[src/rtl/nonce_sched_pkg.sv]
// ============================================================================
// Module      : nonce_sched_pkg
// Description : Shared types, widths and chunk-end helper for nonce_scheduler.
// Revision    : 1.0 - initial release
// ============================================================================
`default_nettype none

package nonce_sched_pkg;

    localparam int NONCE_W = 32;

    typedef enum logic [1:0] {
        ST_IDLE      = 2'd0,
        ST_DISPATCH  = 2'd1,
        ST_EXHAUSTED = 2'd2
    } sched_state_t;

    // Chunk end clamped to the job limit; the 33-bit sum keeps the carry out
    // of 0xFFFFFFFF visible so the top chunk saturates instead of wrapping.
    function automatic logic [NONCE_W-1:0] chunk_end_sat(
        input logic [NONCE_W-1:0] start,
        input logic [NONCE_W-1:0] limit,
        input int unsigned        log2
    );
        logic [NONCE_W:0] sum;
        sum = {1'b0, start} + ((NONCE_W+1)'(1) << log2) - (NONCE_W+1)'(1);
        if (sum > {1'b0, limit}) begin
            return limit;
        end
        return sum[NONCE_W-1:0];
    endfunction

endpackage

`default_nettype wire

[src/rtl/rr_arbiter.sv]
// ============================================================================
// Module      : rr_arbiter
// Description : Round-robin arbiter; priority resumes just after last winner.
// Revision    : 1.0 - initial release
// ============================================================================
`default_nettype none

module rr_arbiter #(
    parameter int N = 4
) (
    input  logic         clk,
    input  logic         rst,
    input  logic [N-1:0] req,
    input  logic         advance,
    output logic [N-1:0] grant
);

    // r_mask marks positions strictly above the last winner; all-zero means
    // the pointer has wrapped and plain lowest-index priority applies.
    logic [N-1:0] r_mask;
    logic [N-1:0] w_masked;
    logic [N-1:0] w_pick_src;
    logic [N-1:0] w_above;

    assign w_masked   = req & r_mask;
    assign w_pick_src = (|w_masked) ? w_masked : req;
    assign grant      = w_pick_src & (~w_pick_src + N'(1));
    assign w_above    = ~(grant | (grant - N'(1)));

    always_ff @(posedge clk) begin
        if (rst) begin
            r_mask <= '1;
        end else if (advance && (|grant)) begin
            r_mask <= w_above;
        end
    end

endmodule

`default_nettype wire

[src/rtl/nonce_scheduler.sv]
// ============================================================================
// Module      : nonce_scheduler
// Description : Splits a job nonce range into chunks for hashing cores and
//               funnels found golden nonces into rate-limited ticket pulses.
// Revision    : 1.0 - initial release
// ============================================================================
`default_nettype none

module nonce_scheduler
    import nonce_sched_pkg::*;
#(
    parameter int NUM_CORES  = 4,
    parameter int CHUNK_LOG2 = 16,
    parameter int TICKET_GAP = 8
) (
    input  logic                           hash_clk,
    input  logic                           rst,
    input  logic                           new_work,
    input  logic [NONCE_W-1:0]             nonce_min,
    input  logic [NONCE_W-1:0]             nonce_max,
    input  logic [NUM_CORES-1:0]           core_req,
    output logic [NUM_CORES-1:0]           core_grant,
    output logic [NONCE_W-1:0]             chunk_start,
    output logic [NONCE_W-1:0]             chunk_end,
    input  logic [NUM_CORES-1:0]           core_found,
    input  logic [NONCE_W*NUM_CORES-1:0]   core_nonce,
    output logic [NUM_CORES-1:0]           core_found_ack,
    output logic                           new_golden_ticket,
    output logic [NONCE_W-1:0]             golden_nonce,
    output logic                           need_work
);

    localparam int c_GAP_W = $clog2(TICKET_GAP + 1);

    sched_state_t            r_state;
    sched_state_t            w_state_nxt;
    logic [NONCE_W-1:0]      r_next_nonce;
    logic [NONCE_W-1:0]      r_end_nonce;
    logic [NONCE_W-1:0]      w_chunk_end;
    logic                    w_grant_en;
    logic [NUM_CORES-1:0]    w_rr_grant;

    logic [c_GAP_W-1:0]      r_gap;
    logic                    r_ticket;
    logic [NONCE_W-1:0]      r_golden;
    logic                    w_ack_en;
    logic                    w_ack_any;
    logic [NUM_CORES-1:0]    w_found_grant;
    logic [NONCE_W-1:0]      w_lane_nonce [NUM_CORES];
    logic [NONCE_W-1:0]      w_sel_nonce;

    assign w_chunk_end = chunk_end_sat(r_next_nonce, r_end_nonce, CHUNK_LOG2);

    // ------------------------------------------------------------------
    // Chunk dispatch FSM
    // ------------------------------------------------------------------
    always_ff @(posedge hash_clk) begin
        if (rst) begin
            r_state <= ST_IDLE;
        end else begin
            r_state <= w_state_nxt;
        end
    end

    always_comb begin
        w_state_nxt = r_state;
        w_grant_en  = 1'b0;
        if (new_work) begin
            w_state_nxt = (nonce_min > nonce_max) ? ST_EXHAUSTED : ST_DISPATCH;
        end else begin
            case (r_state)
                ST_DISPATCH: begin
                    if (|core_req) begin
                        w_grant_en = !rst;
                        if (w_chunk_end == r_end_nonce) begin
                            w_state_nxt = ST_EXHAUSTED;
                        end
                    end
                end
                ST_IDLE, ST_EXHAUSTED: w_state_nxt = r_state;
                default:               w_state_nxt = ST_IDLE;
            endcase
        end
    end

    assign core_grant  = w_grant_en ? w_rr_grant    : '0;
    assign chunk_start = w_grant_en ? r_next_nonce  : '0;
    assign chunk_end   = w_grant_en ? w_chunk_end   : '0;
    assign need_work   = (r_state != ST_DISPATCH);

    always_ff @(posedge hash_clk) begin
        if (rst) begin
            r_next_nonce <= '0;
            r_end_nonce  <= '0;
        end else if (new_work) begin
            r_next_nonce <= nonce_min;
            r_end_nonce  <= nonce_max;
        end else if (w_grant_en) begin
            r_next_nonce <= w_chunk_end + NONCE_W'(1);
        end
    end

    rr_arbiter #(
        .N       (NUM_CORES)
    ) u_chunk_arb (
        .clk     (hash_clk),
        .rst     (rst),
        .req     (core_req),
        .advance (w_grant_en),
        .grant   (w_rr_grant)
    );

    // ------------------------------------------------------------------
    // Golden ticket path
    // ------------------------------------------------------------------
    // Blocking during the ticket cycle keeps a second ack from slipping in
    // before the gap counter is loaded.
    assign w_ack_en       = !rst && (r_gap == '0) && !r_ticket;
    assign core_found_ack = w_ack_en ? w_found_grant : '0;
    assign w_ack_any      = |core_found_ack;

    rr_arbiter #(
        .N       (NUM_CORES)
    ) u_ticket_arb (
        .clk     (hash_clk),
        .rst     (rst),
        .req     (core_found),
        .advance (w_ack_en),
        .grant   (w_found_grant)
    );

    generate
        for (genvar g = 0; g < NUM_CORES; g++) begin : g_nonce_lane
            assign w_lane_nonce[g] = {NONCE_W{core_found_ack[g]}}
                                   & core_nonce[g*NONCE_W +: NONCE_W];
        end
    endgenerate

    always_comb begin
        w_sel_nonce = '0;
        for (int i = 0; i < NUM_CORES; i++) begin
            w_sel_nonce = w_sel_nonce | w_lane_nonce[i];
        end
    end

    always_ff @(posedge hash_clk) begin
        if (rst) begin
            r_ticket <= 1'b0;
            r_golden <= '0;
            r_gap    <= '0;
        end else begin
            r_ticket <= w_ack_any;
            if (w_ack_any) begin
                r_golden <= w_sel_nonce;
            end
            if (r_ticket) begin
                r_gap <= c_GAP_W'(TICKET_GAP);
            end else if (r_gap != '0) begin
                r_gap <= r_gap - c_GAP_W'(1);
            end
        end
    end

    assign new_golden_ticket = r_ticket;
    assign golden_nonce      = r_golden;

endmodule

`default_nettype wire

[config.mk]
export PLATFORM = sky130hd
export DESIGN_NAME = nonce_scheduler
export DESIGN_NICKNAME = d
export VERILOG_FILES = /design/src/rtl/nonce_sched_pkg.sv /design/src/rtl/rr_arbiter.sv /design/src/rtl/nonce_scheduler.sv
export SDC_FILE = /design/constraint.sdc
export NUM_CORES = 1
export LEC_CHECK = 0
export ABC_AREA = 1
export BUFFER_PORTS_ARGS = -buffer_cell sky130_fd_sc_hd__buf_2
export CAP_MARGIN = 10
export CORE_UTILIZATION = 57
export CTS_CLUSTER_DIAMETER = 60
export DETAILED_ROUTE_END_ITERATION = 6
export PLACE_DENSITY_LB_ADDON = 0.2
export SYNTH_ARGS = -nofsm -noshare
export SYNTH_HDL_FRONTEND = slang
export SYNTH_HIERARCHICAL = 1
export SYNTH_SLANG_ARGS = --single-unit
[constraint.sdc]
create_clock -name hash_clk -period 6.4 [get_ports hash_clk]
set_input_delay 0.64 -clock hash_clk [delete_from_list [all_inputs] [get_ports hash_clk]]
set_output_delay 0.64 -clock hash_clk [all_outputs]
set_load 0.02 [all_outputs]
==> run_results.csv, run 1 <==
group,metric,value,unit
grt,antenna_found_initial,9,
final_layout,synthToLayoutAreaGrowth,19.32,%
power_and_ir_drop,power.total,0.002773,W
placed_design,gp_congestion,1.050,
critical_path,reg2reg_from,"r_next_nonce[0]$_SDFFE_PP0P_",
logic_synthesis,ys_types,53,
clock_network,cts_setup_buffers,0,
logic_synthesis,synth_warnings,6,
sta,fmax,0.1791,GHz
sta,fin_crit_sh,87.24,%
final_layout,post-route-util,70.23,%
die,num_io_pins,309,
critical_path,crit_family,"simple AND/OR/NAND/NOR gates",
detailed_routing,drt_iter0_markers,1199,
grt,gr-max-usage-layer,"met2",
grt,grt_max_degree,116,
logic_synthesis,synth_area_leaders,"dfxtp_1 23%, nand2_1 12%, ha_1 8.7%",
logic_synthesis,synthArstFlopShare,0,%
die,die_w,133.3,um
critical_path,crit_type,"reg -> reg",
detailed_routing,first_pass_iters,7,
die,start_util,58.86,%
sta,slew_headroom,34.55,%
detailed_routing,drc,4,
clock_network,cts_tree,"built",
grt,grt_pass1_vias,11000,
critical_path,reg2reg_to,"r_next_nonce[10]$_SDFFE_PP0P_",
sta,setup_viol,0,
logic_synthesis,synth_top_cell_by_area,"dfxtp_1",
power_and_ir_drop,power_density,236.4,nW/um^2
grt,grt.overflow.total,0,
logic_synthesis,yosysTopAreaCellShare,22.61,%
placed_design,dp_cells,2014,
critical_path,cp-start-kind,"flop",
critical_path,cp_max_fo,115,
critical_path,reg2reg_slack,0.82,ns
detailed_routing,wirelength,38990,um
sta,slew_violations,0,
clock_network,clk_path_buf_depth,2,
grt,met1_usage,56.09,%
die,die_y,133.3,um
die,die-area,17770,um^2
grt,grt_use_met2,65.57,%
grt,track_usage,43.16,%
status,outcome,"finished with violations",
clock_network,cts.sinks,111,
critical_path,ff2ff_path_depth,25,
sta,rsz0062_at_grt,"false",
min_path,hold_class,"reg -> reg",
grt,grt_pass1_wl,58420,um
clock_network,cts_htree_levels,3,
status,violations,"design-rule violations",
placed_design,hpwl,31450,um
critical_path,worstPathArrival,5.81,ns
placed_design,port_buffers,308,
run,drv_cap,0,
logic_synthesis,syn_inst,1539,
die,rows,47,
logic_synthesis,syn_nets,1810,
min_path,hold_depth,2,
critical_path,worstSetupEndpointType,"flop",
final_layout,nets,2076,
logic_synthesis,postSynthAreaPerCell,6.387,um^2
clock_network,insertion_delay,0.38,ns
logic_synthesis,ys.flop_type,"dfxtp_1",
critical_path,crit_required,6.63,ns
power_and_ir_drop,ir_worst_vdd,229.9,uV
sta,fin_crit,5.583,ns
power_and_ir_drop,p_leak,5.902,nW
logic_synthesis,netlist_area,9829,um^2
sta,finalSetupTns,0,ns
detailed_routing,vias,11970,
detailed_routing,drtAntennaViolNets,0,
logic_synthesis,ys_ff_latch,111,
clock_network,cts_root_buffer,"clkbuf_16",
sta,worst_pin_slew,0.9756,ns
final_layout,final_cells,2038,
detailed_routing,wl_per_cell,19.13,um
final_layout,drive_gt1_share,23.81,%
logic_synthesis,ys_seq_area_share,22.61,%
sta,hold_viol,0,
min_path,min_to,"golden_nonce[4]$_SDFFE_PP0P_",
min_path,hold_start,"golden_nonce[4]$_SDFFE_PP0P_",
die,core_area,16700,um^2
critical_path,worst-path-buf-inv,3,
detailed_routing,vias_per_cell,5.875,
logic_synthesis,synth-edff-count,0,
critical_path,crit_slowest_cell,"nand2_8",
sta,fin_skew,0.01409,ns
grt,use_met3,12.71,%
clock_network,cts_hold_buffers,0,
clock_network,cts_resized,0,
clock_network,numCtsBuffers,9,
clock_network,clkSlewWorstSetupHoldPaths,0.09,ns
critical_path,slowest_delay,0.65,ns
==> logic make-up after synthesis <==
group                      share of synthesized area (%)
DFF                                                22.61
AOI/OAI and AO/OA                                  21.08
xor gates and xnor gates                           3.030
adders and majority gates                          8.656
and+or+nand+nor                                    32.56
buffers and inverters                              12.07
==> per-layer routing <==
layer,share of wire [%],wire length (um),up-vias
li1,-,-,5622
met1,40,15430,5473
met2,43,16940,765
met3,12,4847,112
met4,4.5,1761,2
met5,0.033,13,-
==> through the flow <==
stage,hold slack (ns),worst slack (ns),instance area (um^2)
finish,0.4669,0.8166,11730
global route,0.4844,0.4474,11730
CTS,0.4667,0.9288,11710
detailed placement,0.4541,1.043,11390
global placement,0.4470,1.173,11390
floorplan,0.4262,2.129,9829
==> synth_stat cells, types with 25 or more instances <==
cell type / n
o21ai_0: 69
clkbuf_1: 43
a221oi_1: 33
nand3_1: 109
dfxtp_1: 111
inv_1: 213
xor2_1: 33
o21ai_2: 25
a22o_1: 32
ha_1: 68
nor2_1: 184
a21oi_1: 121
nand2_1: 322
==> where the power goes <==
| group | internal (W) | switching, W | total (W) |
|---|---|---|---|
| registers | 0.000796 | 0.0000864 | 0.000883 |
| clock network | 0.000285 | 0.000339 | 0.000624 |
| logic | 0.000424 | 0.000843 | 0.00127 |
| total | 0.00151 | 0.00127 | 0.00277 |
==> registers in the layout (all words and copies together), names as in the netlist <==
signal,cells
r_end_nonce,32
r_state,2
golden_nonce,32
u_chunk_arb/r_mask,4
r_next_nonce,32
r_gap,4
u_ticket_arb/r_mask,4
new_golden_ticket,1
==> layout by cell type, fill, tap and decap left out, drive strengths merged, types with 2 or more instances in the layout <==
| master | count |
|---|---|
| nor4 | 3 |
| a41oi | 3 |
| diode | 8 |
| and2 | 2 |
| clkbuf | 9 |
| clkinv | 5 |
| buf | 318 |
| o21ai | 111 |
| nor3 | 10 |
| nor2 | 204 |
| or2 | 2 |
| a31oi | 8 |
| a21oi | 121 |
| xor2 | 33 |
| a221oi | 33 |
| nand3 | 116 |
| a22o | 32 |
| o221ai | 4 |
| a21o | 2 |
| o2111ai | 3 |
| inv | 224 |
| nand3b | 10 |
| a211oi | 4 |
| ha | 68 |
| dfxtp | 111 |
| nand4 | 17 |
| nand2 | 348 |
==> tightest hold or removal path, delay by kind of cell, from the launching register on <==
family	cells	cell delay, ns
AO/OA/AOI/OAI	1	0.05
flip-flops	1	0.32
AND/OR/NAND/NOR	1	0.06
==> how the worst max path moves through the flow <==
stage                                            start                       endpoint  slack (ns)  cells after the start
after detailed placement  r_next_nonce[0]$_SDFFE_PP0P_  r_next_nonce[10]$_SDFFE_PP0P_        1.04                     25
after global placement    r_next_nonce[0]$_SDFFE_PP0P_  r_next_nonce[10]$_SDFFE_PP0P_        1.17                     25
after global routing      r_next_nonce[0]$_SDFFE_PP0P_  r_next_nonce[10]$_SDFFE_PP0P_        0.45                     25
final                     r_next_nonce[0]$_SDFFE_PP0P_  r_next_nonce[10]$_SDFFE_PP0P_        0.82                     25
after floorplan           r_next_nonce[0]$_SDFFE_PP0P_                  chunk_end[31]        2.13                     26
after CTS                 r_next_nonce[0]$_SDFFE_PP0P_                   chunk_end[9]        0.93                     22
==> area by class of cell <==
type,instances,area (um^2)
tap,220,275.3
multi-input combinational,1142,6440
timing repair buffer,318,1617
antenna,8,20.02
sequential,111,2222
inverter,223,837.1
clock buffer,9,225.2
fill,1548,4972
clock inverter,7,92.59
(Power assumes the default switching activity.)
==> run 2, diff against run 1 <==
- ABC_CLOCK_PERIOD_IN_PS: not set -> 6400
- CELL_PAD_IN_SITES_DETAIL_PLACEMENT: not set -> 1
- CELL_PAD_IN_SITES_GLOBAL_PLACEMENT: not set -> 2
- CORE_UTILIZATION: 57 -> 29
==> run 2 against run 1 <==
  * The flow now finishes without violations
  * Critical path type is now reg -> out
  * Worst setup slack got worse by 0.34 ns
  * Largest cell class unchanged
  * Hold slack better by 0.0028 ns
  * Cell area increased by 2.2%
  * Count of clock-buffer cells in the layout unchanged
==> run_results.csv, run 2 (synthesis results as in run 1) <==
group,metric,value,unit
placed_design,post_dp_cell_area,11680,um^2
placed_design,hpwl,36680,um
die,die_w,186.1,um
die,die-area,34640,um^2
sta,setup_viol,0,
die,num_io_pins,309,
grt,grt_pass1_wl,65340,um
placed_design,gp_congestion,0.8912,
min_path,hold_class,"reg -> reg",
sta,finalSetupTns,0,ns
clock_network,cts_root_buffer,"clkbuf_16",
placed_design,port_buffers,308,
final_layout,drive_gt1_share,23.85,%
sta,slew_violations,0,
final_layout,post-route-util,35.84,%
final_layout,synthToLayoutAreaGrowth,21.95,%
clock_network,cts_setup_buffers,0,
clock_network,cts.sinks,111,
critical_path,worst_path_most_repeated_cell,"inv_1",
sta,hold_viol,0,
final_layout,nets,2077,
sta,rsz0062_at_grt,"false",
final_layout,final_cell_mix,"322 x nand2_1, 308 x buf_2, 212 x inv_1",
power_and_ir_drop,power_frac_comb,46.3,%
die,die_y,186.1,um
final_layout,nFillCells,4447,
clock_network,cts_htree_levels,3,
final_layout,antenna_cells,0,
sta,fin_crit_sh,92.57,%
clock_network,clk_path_buf_depth,2,
detailed_routing,drtAntennaViolNets,0,
status,outcome,"completed",
power_and_ir_drop,swShare,46.13,%
detailed_routing,first_pass_iters,6,
run,drv_cap,0,
final_layout,final_area,11990,um^2
power_and_ir_drop,p_sw,0.001296,W
final_layout,final_common_cell,"nand2_1",
critical_path,crit_required,5.76,ns
min_path,hold_depth,2,
critical_path,cp_max_fo,115,
critical_path,ff2ff_path_depth,28,
die,start_util,29.39,%
power_and_ir_drop,power_density,234.3,nW/um^2
power_and_ir_drop,p_leak,5.911,nW
clock_network,insertion_delay,0.38,ns
power_and_ir_drop,p_int,0.001513,W
critical_path,worstPathCellList,"inv_1 > ha_1 > nand2_2 > nor2_4 > nand2_4 > nand2_1 > nor2_1 > nand2_1 > xor2_1 > inv_1 > ha_1 > nand4_1 > inv_1 > nand3_1 > nor3_1 > nand3_1 > nand2_8 > nand2_1 > o21ai_2 > inv_1 > nor2_1 > buf_2",
die,rows,67,
detailed_routing,wirelength,43910,um
clock_network,cts_hold_buffers,0,
sta,fin_skew,0.01355,ns
detailed_routing,drt_iter0_markers,592,
die,core_area,33450,um^2
critical_path,crit_type,"reg -> out",
sta,fmax,0.1688,GHz
grt,antenna_found_initial,1,
sta,worst_pin_slew,0.9989,ns
power_and_ir_drop,seqPwrFrac,31.2,%
clock_network,cts_tree,"built",
critical_path,slowest_delay,0.66,ns
detailed_routing,vias,11190,
sta,slew_headroom,33.25,%
grt,grt_pass1_vias,11190,
grt,track_usage,25.39,%
detailed_routing,vias_per_cell,4.951,
grt,grt.overflow.total,0,
clock_network,clkSlewWorstSetupHoldPaths,0.10,ns
clock_network,numCtsBuffers,9,
grt,grt_max_degree,116,
clock_network,cts_resized,0,
power_and_ir_drop,clkPwrFrac,22.5,%
detailed_routing,drc,0,
critical_path,worstSetupEndpointType,"primary output",
critical_path,worstPathArrival,5.28,ns
power_and_ir_drop,ir_worst_vdd,129.8,uV
critical_path,crit_slowest_cell,"nand2_8",
sta,fin_crit,5.925,ns
detailed_routing,wl_per_cell,19.44,um
critical_path,cp-start-kind,"flop",
run 2: cell count changes in the layout (fill, tap and decap cells not counted), sizes merged:
cell | previous run | this run
buf | 318 | 319
clkinv | 5 | 4
clkinvlp | 1 | 0
inv | 224 | 226
diode | 8 | 0
run 2: layout make-up:
cell class              count  area [um^2]  share of cell area (%)
multi-input cells        1142         6435                   53.68
flip-flops and latches    111         2222                   18.54
repair buffers            319         1624                   13.55
inverters                 223        837.1                   6.983
well taps                 448        560.5                   4.676
clock buffers               9        225.2                   1.879
clock inverters             7        82.58                  0.6889
run 2: power groups by stage:
stage / logic (W) / registers [W] / clock network, W
floorplan: 0.000840 / 0.000934 / 0
global placement: 0.00129 / 0.000888 / 0
detailed placement: 0.00131 / 0.000891 / 0
CTS: 0.00131 / 0.000876 / 0.000651
global route: 0.00145 / 0.000890 / 0.000668
finish: 0.00130 / 0.000875 / 0.000632
run 2: worst paths after layout:
kind                                                    from                             to  slack [ns]
worst min-delay path            golden_nonce[1]$_SDFFE_PP0P_   golden_nonce[1]$_SDFFE_PP0P_        0.47
worst max register to register  r_next_nonce[0]$_SDFFE_PP0P_  r_next_nonce[30]$_SDFFE_PP0P_        0.66
worst max-delay path            r_next_nonce[0]$_SDFFE_PP0P_                  chunk_end[12]        0.48
worst min register to register  golden_nonce[1]$_SDFFE_PP0P_   golden_nonce[1]$_SDFFE_PP0P_        0.47
run 2: critical path: cells and delay by family, from the launching register on:
family	cells	cell delay, ns
xor gates and xnor gates	1	0.20
DFF	1	0.39
and+or+nand+nor	13	2.79
AOI/OAI and AO/OA	1	0.19
adders and majority gates	2	0.59
buffers and inverters	5	0.71
run 2: layer usage:
layer / vias up / track usage (%) / share of wire, %
li1: 5614 / - / -
met1: 5262 / 32.80 / 45
met2: 262 / 43.24 / 48
met3: 47 / 4.031 / 4.9
met4: 0 / 7.475 / 2.6
met5: - / 0 / 0
run 2: metrics by stage:
| stage | total power, W | cells | worst slack (ns) | hold WS, ns |
|---|---|---|---|---|
| 2_1_floorplan | 0.001774 | 1539 | 2.129 | 0.4262 |
| 3_3_place_gp | 0.002180 | 2243 | 0.8108 | 0.4503 |
| 3_5_place_dp | 0.002197 | 2243 | 0.6996 | 0.4553 |
| 4_1_cts | 0.002839 | 2259 | 0.4778 | 0.4721 |
| 5_1_grt | 0.003012 | 2259 | 0.1470 | 0.4900 |
| 6_report | 0.002809 | 2259 | 0.4753 | 0.4697 |
